[src/rtl/mem_scan_pkg.sv]
// mem_scan_pkg: state encoding and width helpers shared by the scan controller
package mem_scan_pkg;
    localparam int DEF_ADRS_WIDTH = 2;
    localparam int DEF_WORD_WIDTH = 8;
    localparam logic [1:0] ST_IDLE  = 2'd0;
    localparam logic [1:0] ST_SCAN  = 2'd1;
    localparam logic [1:0] ST_DRAIN = 2'd2;
    localparam logic [1:0] ST_DONE  = 2'd3;
    typedef enum logic [1:0] {
        IDLE  = ST_IDLE,
        SCAN  = ST_SCAN,
        DRAIN = ST_DRAIN,
        DONE  = ST_DONE
    } state_t;
    function automatic int sum_width(input int aw, input int ww);
        return ww + aw + 1;
    endfunction
    function automatic int cnt_width(input int aw);
        return aw + 1;
    endfunction
endpackage

[src/rtl/sp_ram_sync.sv]
// sp_ram_sync: one write port, one registered read port, no reset on contents
module sp_ram_sync #(
    parameter int ADRS_WIDTH = 2,
    parameter int WORD_WIDTH = 8
) (
    input  logic                  clk,
    input  logic                  i_we,
    input  logic [ADRS_WIDTH-1:0] i_w_addr,
    input  logic [WORD_WIDTH-1:0] i_w_data,
    input  logic [ADRS_WIDTH-1:0] i_r_addr,
    output logic [WORD_WIDTH-1:0] o_r_data
);
    logic [WORD_WIDTH-1:0] r_mem [1<<ADRS_WIDTH];
    // write on enable; read data appears one cycle after the address
    always_ff @(posedge clk) begin
        if (i_we) r_mem[i_w_addr] <= i_w_data;
        o_r_data <= r_mem[i_r_addr];
    end
endmodule

[src/rtl/mem_scan_controller.sv]
// mem_scan_controller: host-loaded RAM plus an FSM scanning a circular window for sum, max and match count
module mem_scan_controller
    import mem_scan_pkg::*;
#(
    parameter int ADRS_WIDTH = DEF_ADRS_WIDTH,
    parameter int WORD_DEPTH = 1 << ADRS_WIDTH,
    parameter int WORD_WIDTH = DEF_WORD_WIDTH
) (
    input  logic                             clk,
    input  logic                             rst,
    input  logic                             we,
    input  logic [ADRS_WIDTH-1:0]            w_addr,
    input  logic [WORD_WIDTH-1:0]            d_in,
    input  logic                             start,
    input  logic [ADRS_WIDTH-1:0]            base,
    input  logic [ADRS_WIDTH:0]              len,
    input  logic [WORD_WIDTH-1:0]            match_val,
    output logic                             busy,
    output logic                             done,
    output logic [WORD_WIDTH+ADRS_WIDTH:0]   sum_out,
    output logic [WORD_WIDTH-1:0]            max_out,
    output logic [ADRS_WIDTH:0]              match_cnt
);
    localparam int SUM_W = sum_width(ADRS_WIDTH, WORD_WIDTH);
    localparam int CNT_W = cnt_width(ADRS_WIDTH);

    state_t                r_state, w_next;
    logic [ADRS_WIDTH-1:0] r_addr;
    logic [CNT_W-1:0]      r_rem, w_len_clamped;
    logic                  r_vld;
    logic [WORD_WIDTH-1:0] r_match, w_rdata;
    logic [SUM_W-1:0]      r_sum;
    logic [WORD_WIDTH-1:0] r_max;
    logic [CNT_W-1:0]      r_cnt;
    logic                  w_accept, w_wr_en;

    assign w_len_clamped = (len > CNT_W'(WORD_DEPTH)) ? CNT_W'(WORD_DEPTH) : len;
    assign w_accept      = (r_state == IDLE) && start;
    assign w_wr_en       = we && !busy;
    assign sum_out       = r_sum;
    assign max_out       = r_max;
    assign match_cnt     = r_cnt;

    sp_ram_sync #(
        .ADRS_WIDTH(ADRS_WIDTH),
        .WORD_WIDTH(WORD_WIDTH)
    ) u_ram (
        .clk     (clk),
        .i_we    (w_wr_en),
        .i_w_addr(w_addr),
        .i_w_data(d_in),
        .i_r_addr(r_addr),
        .o_r_data(w_rdata)
    );

    // state register
    always_ff @(posedge clk) begin
        if (rst) r_state <= IDLE;
        else     r_state <= w_next;
    end

    // next state and status outputs; busy covers everything outside IDLE
    always_comb begin
        w_next = r_state;
        busy   = 1'b0;
        done   = 1'b0;
        case (r_state)
            IDLE:  if (start) w_next = (w_len_clamped == '0) ? DONE : SCAN;
            SCAN: begin
                busy = 1'b1;
                if (r_rem == CNT_W'(1)) w_next = DRAIN;
            end
            DRAIN: begin
                busy   = 1'b1;
                w_next = DONE;
            end
            DONE: begin
                busy   = 1'b1;
                done   = 1'b1;
                w_next = IDLE;
            end
            default: w_next = IDLE;
        endcase
    end

    // address walk, remaining count, read-valid pipe and the three accumulators
    always_ff @(posedge clk) begin
        if (rst) begin
            r_addr  <= '0;
            r_rem   <= '0;
            r_vld   <= 1'b0;
            r_match <= '0;
            r_sum   <= '0;
            r_max   <= '0;
            r_cnt   <= '0;
        end else begin
            r_vld <= (r_state == SCAN);
            if (w_accept) begin
                r_addr  <= base;
                r_rem   <= w_len_clamped;
                r_match <= match_val;
                r_sum   <= '0;
                r_max   <= '0;
                r_cnt   <= '0;
            end else begin
                if (r_state == SCAN) begin
                    r_addr <= r_addr + ADRS_WIDTH'(1);
                    r_rem  <= r_rem - CNT_W'(1);
                end
                if (r_vld) begin
                    r_sum <= r_sum + SUM_W'(w_rdata);
                    r_max <= (w_rdata > r_max) ? w_rdata : r_max;
                    r_cnt <= r_cnt + CNT_W'(w_rdata == r_match);
                end
            end
        end
    end
endmodule

[config.mk]
export PLATFORM = sky130hd
export DESIGN_NAME = mem_scan_controller
export DESIGN_NICKNAME = d
export VERILOG_FILES = /design/src/rtl/mem_scan_pkg.sv /design/src/rtl/sp_ram_sync.sv /design/src/rtl/mem_scan_controller.sv
export SDC_FILE = /design/constraint.sdc
export NUM_CORES = 1
export LEC_CHECK = 0
export ABC_AREA = 1
export CELL_PAD_IN_SITES_DETAIL_PLACEMENT = 1
export CELL_PAD_IN_SITES_GLOBAL_PLACEMENT = 2
export CORE_ASPECT_RATIO = 1.25
export CORE_UTILIZATION = 33
export CTS_BUF_LIST = sky130_fd_sc_hd__clkbuf_4 sky130_fd_sc_hd__clkbuf_8 sky130_fd_sc_hd__clkbuf_16
export DETAILED_ROUTE_END_ITERATION = 8
export GPL_TIMING_DRIVEN = 0
export PLACE_DENSITY = 0.77
export SETUP_SLACK_MARGIN = 0.4
export SLEW_MARGIN = 15
export SYNTH_ARGS = -nofsm -noshare
export SYNTH_HDL_FRONTEND = slang
export SYNTH_SLANG_ARGS = --single-unit
[constraint.sdc]
create_clock -name clk -period 2.02 [get_ports clk]
set_input_delay 0.404 -clock clk [delete_from_list [all_inputs] [get_ports clk]]
set_output_delay 0.404 -clock clk [all_outputs]
set_load 0.01 [all_outputs]
## Yosys cells after proc, flatten, opt, wreduce, memory -nomap -nowiden

Memory sizes are Yosys's and may differ from the RTL's. A register that Yosys moved wholly into a read port is not among the register bits.
Index checks and enable logic that the tools add are counted.

| operators by class | value |
|---|---|
| add/sub/neg operators | 4 |
| order comparisons | 2 |
| equal/unequal tests | 7 |
| mux-type cells | 13 |
| reductions and logical operators | 10 |

Operator list:

| cell | count |
|---|---|
| adder 11 x 8 -> 11 bit | 1 |
| 2-to-1 mux 2 bit | 5 |
| 2-to-1 mux 3 bit | 3 |
| equality test 8 bit | 1 |
| > comparator 8 bit | 1 |
| case mux 2 bit (4 select lines) | 1 |
| equality test 2 bit, second input constant | 2 |
| 2-to-1 mux 1 bit | 4 |
| inequality test 2 bit, second input constant | 2 |
| AND reduction 2 bit | 2 |
| adder 3 x 1 -> 3 bit | 1 |
| equality test 3 x 1 -> 1 bit, second input constant | 1 |
| > comparator 3 bit, second input constant | 1 |
| logical NOT 3 bit | 1 |
| OR reduction 3 bit | 1 |
| subtractor 3 x 1 -> 3 bit, second input constant | 1 |
| adder 2 x 1 -> 2 bit, second input constant | 1 |
| equality test 2 x 1 -> 1 bit, second input constant | 1 |
| logical AND 1 bit | 2 |
| logical NOT 2 bit | 1 |
| nonzero test 2 bit | 1 |
| OR reduction 2 bit | 1 |
| logical NOT 1 bit | 1 |

| word-level totals | value |
|---|---|
| flip-flop bits (word level) | 38 |
| bits in writable memories | 32 |
| input bits | 27 |
| output and inout bits | 24 |
| logic and storage cells | 45 |
| memories kept | 1 |

Memories:

| memory | words | bits a word | read ports | clocked after Yosys merged registers in | wr ports | RTL line | source |
|---|---|---|---|---|---|---|---|
| u_ram.r_mem | 4 | 8 | 1 | 1 | 1 | sp_ram_sync.sv:13 | `logic [WORD_WIDTH-1:0] r_mem [1<<ADRS_WIDTH];` |

## Longest topological paths before layout

Gate-level depths: netlist (run 1).

| logic depth | value |
|---|---|
| depth in word-level cells | 7 |
| depth in mapped cells | 13 |
| depth with buffers taken out | 12 |

## Cells and area by module

From an unflattened synthesis (run 1), not the netlist that was laid out.

| unflattened totals | value |
|---|---|
| cells, all modules | 485 |
| area, all modules | 4060.1 µm² |

Modules (own cells, without submodules):

| module | times used | cells each | area an instance (µm²) | sequential area each (µm²) |
|---|---|---|---|---|
| mem_scan_controller | 1 | 344 | 2512.4 | 760.7 |
| sp_ram_sync | 1 | 141 | 1547.7 | 1121.1 |

## Worst setup path after synthesis (run 1)

No wires, ideal clock.

| timing path | value |
|---|---|
| kind | register -> register |
| start point | register r_state[0] |
| end point | memory u_ram.r_mem[3][0] (enable) |
| library setup time | 0.383 ns |
| arrival | 1.317 ns |
| data required time | 1.637 ns |
| slack | 0.320 ns |
| cell stages (with the launch flop) | 5 |
| buffers on the path | 0 |
| clock period less this slack | 1.700 ns |
| cells stage by stage | dfxtp_1 > inv_1 > ha_1 > nand2_1 > nor3_1 |

| between the ends | value |
|---|---|
| cells in the longest elaborated chain, start to end | 7 |
| elaborated cells between the ends (all ways) | 9 |
| classes of those cells | eq/ne: 3; mux: 3; reduce/logical: 3 |

Ends and longest elaborated chain:

| what | RTL line | source |
|---|---|---|
| start, declared | mem_scan_controller.sv:27 | `state_t r_state, w_next;` |
| start signal, assigned | mem_scan_controller.sv:59 | `else r_state <= w_next;` |
| equality test 2 x 1 -> 1 bit or equality test 2 bit (tied branches) | mem_scan_controller.sv:67 | `case (r_state)` |
| OR reduction 3 bit (no line) (*) | n/a |  |
| 2-to-1 mux 1 bit (*) | mem_scan_controller.sv:67 |  |
| logical NOT 1 bit (*) | mem_scan_controller.sv:39 | `assign w_wr_en = we && !busy;` |
| logical AND 1 bit (*) | mem_scan_controller.sv:39 |  |
| 2-to-1 mux 1 bit (*) | sp_ram_sync.sv:16 | `if (i_we) r_mem[i_w_addr] <= i_w_data;` |
| 2-to-1 mux 1 bit (implied by the code) (*) | sp_ram_sync.sv:16 |  |
| end, declared | sp_ram_sync.sv:13 |  |

Every way passes the cells marked *; elsewhere a longest branch is shown, timed or not.

## Worst setup path in the final report (run 1)

| timing path | value |
|---|---|
| start point | register u_ram.o_r_data[0], read port of u_ram.r_mem |
| end point | register r_cnt[2], in the netlist match_cnt[2] |

| between the ends | value |
|---|---|
| cells in the longest elaborated chain, start to end | 2 |

Ends and longest elaborated chain:

| what | RTL line | source |
|---|---|---|
| start, declared | sp_ram_sync.sv:11 | `output logic [WORD_WIDTH-1:0] o_r_data` |
| equality test 8 bit | mem_scan_controller.sv:113 | `r_cnt <= r_cnt + CNT_W'(w_rdata == r_match);` |
| adder 3 x 1 -> 3 bit | mem_scan_controller.sv:113 |  |
| end signal, assigned | mem_scan_controller.sv:113 |  |
| end, declared | mem_scan_controller.sv:34 | `logic [CNT_W-1:0] r_cnt;` |

Every way passes these cells.
A chain may end at the register's enable or synchronous reset.

==> results of run 1 <==
==> metrics by stage <==
step | cell area, um2 | util [%] | setup WS [ps]
floorplan | 3849 | - | 319.7
global placement | 4518 | 40.18 | -407.1
detailed placement | 4538 | 40.36 | -80.38
CTS | 5157 | 45.87 | 209.7
global route | 5320 | 47.31 | 314.4
finish | 5320 | 47.31 | 374.5
==> cell usage in the layout (no fill, tap or decap), drive strengths merged, types with 2 or more instances in the layout <==
cell type      count
ha                25
nand2             76
dfxtp             46
o21ai             32
inv               68
o22ai              9
a21oi             26
clkinvlp           2
nor3               7
buf               32
xnor2              5
edfxtp            32
a211oi             2
clkbuf            11
or2                4
dlygate4sd2       22
nand3             25
nand4              4
o21a               2
nor2              65
clkdlybuf4s50     26
==> cell families (layout without fill, tap and decap cells) <==
family | Yosys count | count (layout) | synth area share [%]
AOI/OAI and AO/OA | 76 | 76 | 11.90
xor gates and xnor gates | 6 | 6 | 1.366
and+or+nand+nor | 183 | 183 | 20.75
adders and majority gates | 26 | 26 | 8.650
DFF | 78 | 78 | 48.91
buffers and inverters | 75 | 164 | 8.423
==> how the worst max path moves through the flow <==
| stage | start | endpoint | slack, ps | depth (start not counted) |
|---|---|---|---|---|
| 6_report | u_ram.o_r_data[0] | match_cnt[2] | 370 | 9 |
| 5_1_grt | u_ram.o_r_data[0] | match_cnt[2] | 310 | 9 |
| 4_1_cts | r_state[1] | busy | 210 | 4 |
| 3_5_place_dp | w_addr[0] | u_ram.r_mem[3][6] | -80 | 3 |
| 3_3_place_gp | w_addr[0] | u_ram.r_mem[3][6] | -410 | 3 |
| 2_1_floorplan | r_state[0] | u_ram.r_mem[3][0] | 320 | 4 |
==> flip-flops by register name (all words and copies together) (netlist names) <==
name	count
max_out	8
sum_out	11
u_ram.o_r_data	8
match_cnt	3
r_addr	2
r_rem	3
u_ram.r_mem	32
r_match	8
r_vld	1
r_state	2
==> power by group <==
part           internal, uW  leakage, uW  switching, uW
combinational          1530      0.00149           1860
clock                   849     0.000135            703
sequential             2010     0.000676            335
total                  4390      0.00230           2900
==> routing by layer <==
layer | GRT usage [%] | wire length [um] | vias up
met2 | 32.48 | 5256 | 59
met4 | 6.903 | 187 | 0
li1 | - | - | 1647
met3 | 3.189 | 281 | 14
met1 | 19.43 | 4262 | 1523
met5 | 0 | 0 | -
==> critical path, stage by stage (launching register included) <==
cell	delay [ps]
dfxtp_2	340
buf_6	120
inv_4	60
or2_4	100
nand4_1	120
nor3_4	240
ha_2	230
ha_4	130
and3_4	170
nor3_2	30
==> layout make-up <==
class | instances | share of cell area (%)
multi-input cells | 291 | 35.72
clock inverters | 7 | 1.035
repair buffers | 73 | 13.45
well taps | 135 | 3.175
plain buffers | 11 | 1.623
flip-flops and latches | 78 | 36.10
clock buffers | 9 | 4.233
inverters | 64 | 4.657
==> timing repair <==
| action | 4_1_cts | 5_1_grt |
|---|---|---|
| setup buffers | 19 | 3 |
| setup endpoints to repair | 73 | 57 |
| pin swaps | 25 | 17 |
| resized for setup | 75 | 40 |
| gates cloned | 1 | 0 |
==> summary.txt, run 1 <==
Status
  – Outcome: finished clean

Min path
  – Min-delay worst type: reg2reg
  – Worst hold start: r_match[6]
  – Worst Hold Endpoint: r_match[6]
  – Worst hold path depth: 2

Yosys
  – Syn avg cell area: 8.665 um2
  – Mapped Nets: 497
  – Cell variety after synth: 40
  – Cells after synthesis: 444
  – Synth area leaders: edfxtp_1 (25%), dfxtp_1 (24%), ha_1 (8.1%), nand2_1 (6.9%), nor2_1 (6.0%)
  – Sequential fraction of the synthesis area: 48.91%
  – Post-synth EDFFs: 32
  – Top cell type's share of synthesized area: 24.98%
  – Count leader, synth: nand2_1
  – YS warnings: 0
  – Post-synth top area cell: edfxtp_1
  – Yosys reg bits: 78
  – Ys flop type: dfxtp_1
  – Post-Syn Area: 0.003847 mm2
  – Post-synth top cells: nand2_1 (71), nor2_1 (62), inv_1 (59)
  – Asr flop ratio synth: 0%

Place
  – Post-DP HPWL: 7018 um
  – Placed Cells: 629
  – Port Buffers: 50
  – GP Congestion: 0.7180

Global routing
  – Overall routing resource usage: 17.35%
  – Antenna violations before repair: 0
  – Global-route wire length before repair: 15760 um
  – Overflow after GRT: 0
  – Vias in the first global route: 3264
  – Largest net degree at the start of global routing: 16

Routing
  – Routed Antenna Nets: 0
  – Routed wire length: 9989 um
  – 1st-iter DRT viols: 70
  – Pre-antenna DRT Iters: 4
  – WL/cell: 14.95 um
  – Drt drc: 0
  – Via-to-Cell Ratio: 4.855
  – Vias: 3243

Floorplanning
  – Die extent in x: 98.58 um
  – Die height: 122.7 um
  – Die ar.: 0.01210 mm2
  – Initial core utilization: 34.22%
  – Core area: 0.01124 mm2
  – I/O pins: 51
  – Row count: 43

Timing
  – Final period demand of the worst path: 1646 ps
  – RSZ-0062 raised after global routing: yes
  – Clk_skew: 6.240 ps
  – Worst Max-Slew Pin Slew: 425.6 ps
  – Rel. slew slack: 71.63%
  – Sum Neg Setup Slack: 0 ps
  – Final setup fails: 0
  – Max Fclk: 0.6077 GHz
  – Pins Over Slew Limit: 0
  – Endpoints failing hold: 0
  – Hold_ws: 473.1 ps
  – Fin crit share: 81.46%

Clocking
  – Clock sink count: 78
  – Longest Clk Path Bufs: 2
  – H-Tree Depth: 3
  – Clock-pin slew on the worst setup and hold paths: 70 ps
  – CTS tree: done
  – Root Driver: clkbuf_16
  – Hold Buf Count CTS: 0
  – TritonCTS buffer count: 9
  – Worst skew pair latency: 340 ps

Final layout
  – Layout overhead on the synthesized area: 38.28%
  – Layout cells sized above 1: 26.45%
  – Final non-filler cell total: 668
  – Area used by multi-input combinational logic: 0.001901 mm2
  – Antenna Cells: 0
  – Nets: 581
  – Reg area: 0.001921 mm2
  – Fill cell count: 1293

Power
  – Leakage power: 0.002304 uW
  – VDD IR max: 0.5889 mV
  – Tot Pwr: 7286 uW
  – P per Cell Area: 1370 mW/mm2

Worst setup path
  – Reg-to-Reg Start: u_ram.o_r_data[0]
  – FF-to-FF setup slack: 370 ps
  – CP Capture Type: register
  – CP Max Fanout: 4
  – Worst reg2reg path depth: 9
  – R2R Path End: match_cnt[2]
  – Critical path class: reg2reg
  – Critical Path RT: 2250 ps
  – Crit start category: register
  – Worst path arrival time: 1870 ps

Flow run
  – Max-cap violations: 0
Power figures use the tool's default switching activity.
==> run 2, diff against run 1 <==
Clock period 2.02 ns to 1.6 ns, I/O delays scaled along.
==> summary.txt, run 2 (synthesized netlist as in run 1, its figures left out) <==
Power
  – Tot Pwr: 10680 uW (+47%)
  – P per Cell Area: 1749 mW/mm2 (+28%)
  – VDD IR max: 0.8015 mV (+36%)
  – Leakage power: 0.002505 uW (+8.7%)

Global routing
  – Largest net degree at the start of global routing: 17 (+1)
  – Antenna violations before repair: 0 (unchanged)
  – Global-route wire length before repair: 17270 um (+9.6%)
  – Overflow after GRT: 0 (unchanged)
  – Vias in the first global route: 3532 (+8.2%)
  – Overall routing resource usage: 18.96% (+1.6 points)

Clocking
  – Longest Clk Path Bufs: 2 (unchanged)
  – Root Driver: clkbuf_16
  – Hold Buf Count CTS: 0 (unchanged)
  – TritonCTS buffer count: 9 (unchanged)
  – Clock sink count: 78 (unchanged)
  – Worst skew pair latency: 340 ps (about the same)
  – CTS tree: done
  – Clock-pin slew on the worst setup and hold paths: 70 ps (about the same)
  – H-Tree Depth: 3 (unchanged)

Place
  – GP Congestion: 0.7383 (+2.8%)
  – Port Buffers: 50 (unchanged)
  – Placed Cells: 629 (unchanged)
  – Post-DP HPWL: 7136 um (+1.7%)
  – DP Worst Slack: -330.8 ps (-250.4 ps)

Timing
  – Max Fclk: 0.6021 GHz (-0.92%)
  – Worst Max-Slew Pin Slew: 428.5 ps (+2.903 ps)
  – Setup ws final: -60.74 ps (-435.2 ps)
  – Endpoints failing hold: 0 (unchanged)
  – RSZ-0062 raised after global routing: yes
  – Final period demand of the worst path: 1661 ps (+15.23 ps)
  – Fin crit share: 103.8% (+22 points)
  – Final setup fails: 7 (+7)
  – Rel. slew slack: 71.43% (-0.19 points)
  – Clk_skew: 7.238 ps (+0.9982 ps)
  – Pins Over Slew Limit: 0 (unchanged)

Final layout
  – Antenna Cells: 0 (unchanged)
  – Largest register FFs: 32 (unchanged)
  – Final non-filler cell total: 698 (+4.5%)
  – Fill cell count: 1239 (-4.2%)
  – Layout cells sized above 1: 44.76% (+18 points)
  – Commonest non-fill, non-tap cell in the layout: nand2_1
  – Nets: 611 (+5.2%)
  – Most frequent cells in the layout: nand2_1 (58), nor2_1 (57), inv_1 (46), buf_6 (39), edfxtp_1 (32)
  – Layout overhead on the synthesized area: 58.63%
  – Largest register by flop count: u_ram.r_mem

Routing
  – Routed wire length: 11310 um (+13%)
  – Via-to-Cell Ratio: 4.893 (+0.78%)
  – 1st-iter DRT viols: 60 (-14%)
  – Pre-antenna DRT Iters: 4 (unchanged)
  – Vias: 3415 (+5.3%)
  – Drt drc: 0 (unchanged)
  – WL/cell: 16.20 um (+8.3%)
  – Routed Antenna Nets: 0 (unchanged)

Floorplanning
  – I/O pins: 51 (unchanged)
  – Die extent in x: 98.58 um (unchanged)
  – Row count: 43 (unchanged)
  – Core area: 0.01124 mm2 (unchanged)
  – Die height: 122.7 um (unchanged)
  – Initial core utilization: 34.22% (unchanged)
  – Die ar.: 0.01210 mm2 (unchanged)

Worst setup path
  – CP Capture Type: register
  – Worst path arrival time: 1900 ps (+30 ps)
  – Critical Path RT: 1840 ps (-410 ps)
  – CP Max Fanout: 2 (-2)
  – Crit start category: register
  – Critical path class: reg2reg

Status
  – Outcome: finished, violations left
  – Failing checks: setup timing

Min path
  – Min-delay worst type: reg2reg

Flow run
  – Max-cap violations: 0 (unchanged)
-- run 2: cell count changes in the layout (fill, tap and decap cells not counted), sizes merged --
cell and change:
clkinv +1, inv -1, clkdlybuf4s50 -3, dlygate4sd2 -20, bufbuf +1, clkbuf +2, clkinvlp +1, buf +50
clkdlybuf4s15 -1
-- run 2: area by class of cell --
| type | count | area [um2] | share of cell area (%) |
|---|---|---|---|
| buffer | 11 | 130.1 | 2.132 |
| timing repair buffer | 102 | 1060 | 17.36 |
| timing repair inverter | 1 | 7.507 | 0.1230 |
| clock inverter | 7 | 63.81 | 1.046 |
| tap | 135 | 168.9 | 2.768 |
| multi-input combinational | 291 | 2223 | 36.43 |
| inverter | 64 | 275.3 | 4.510 |
| clock buffer | 9 | 225.2 | 3.690 |
| sequential | 78 | 1949 | 31.94 |
-- run 2: layer usage --
metal / share of wire [%] / GRT usage (%) / up-vias
li1: - / - / 1699
met1: 40 / 20.43 / 1640
met5: 0 / 0 / -
met4: 2.4 / 6.716 / 0
met3: 2.4 / 3.815 / 18
met2: 56 / 36.58 / 58
-- run 2: path summary, 6_finish.rpt --
kind | from | cells past startpoint | to | slack, ps
worst min register to register | max_out[4] | 2 | max_out[4] | 490
worst min-delay path | max_out[4] | 2 | max_out[4] | 490
worst max-delay path | sum_out[0] | 11 | sum_out[4] | -60
worst max register to register | sum_out[0] | 11 | sum_out[4] | -60
-- run 2: timing repair --
action                                  CTS  global route
setup buffers                            35            14
resized for setup                       215            69
endpoints found under the setup margin  101            88
gates cloned                              2             2
pin swaps                                46            40
-- run 2: metrics by stage --
stage / cell area [um2] / utilization (%) / hold WS, ps / setup TNS, ps
after floorplan: 4054 / - / 391.0 / 0
after global placement: 4723 / 42.01 / 463.4 / -10320
after detailed placement: 4723 / 42.01 / 468.4 / -11940
after CTS: 5693 / 50.63 / 488.4 / -213.8
after global routing: 6103 / 54.28 / 501.0 / -1052
final: 6103 / 54.28 / 485.9 / -181.8
-- run 2: where the power goes --
| part | switching, uW | leakage, uW | internal, uW |
|---|---|---|---|
| clock network | 911 | 0.000136 | 1090 |
| logic | 2940 | 0.00168 | 2700 |
| registers | 473 | 0.000684 | 2560 |
-- run 2: critical path: stages, from the launching register on --
cell and delay (ps):
dfxtp_4 360, ha_4 140, inv_2 30, fa_2 360, inv_2 80, nand2_4 50, o21ai_4 170, buf_6 120
or2_4 100, nand3_2 50, nand2_1 70, inv_1 30
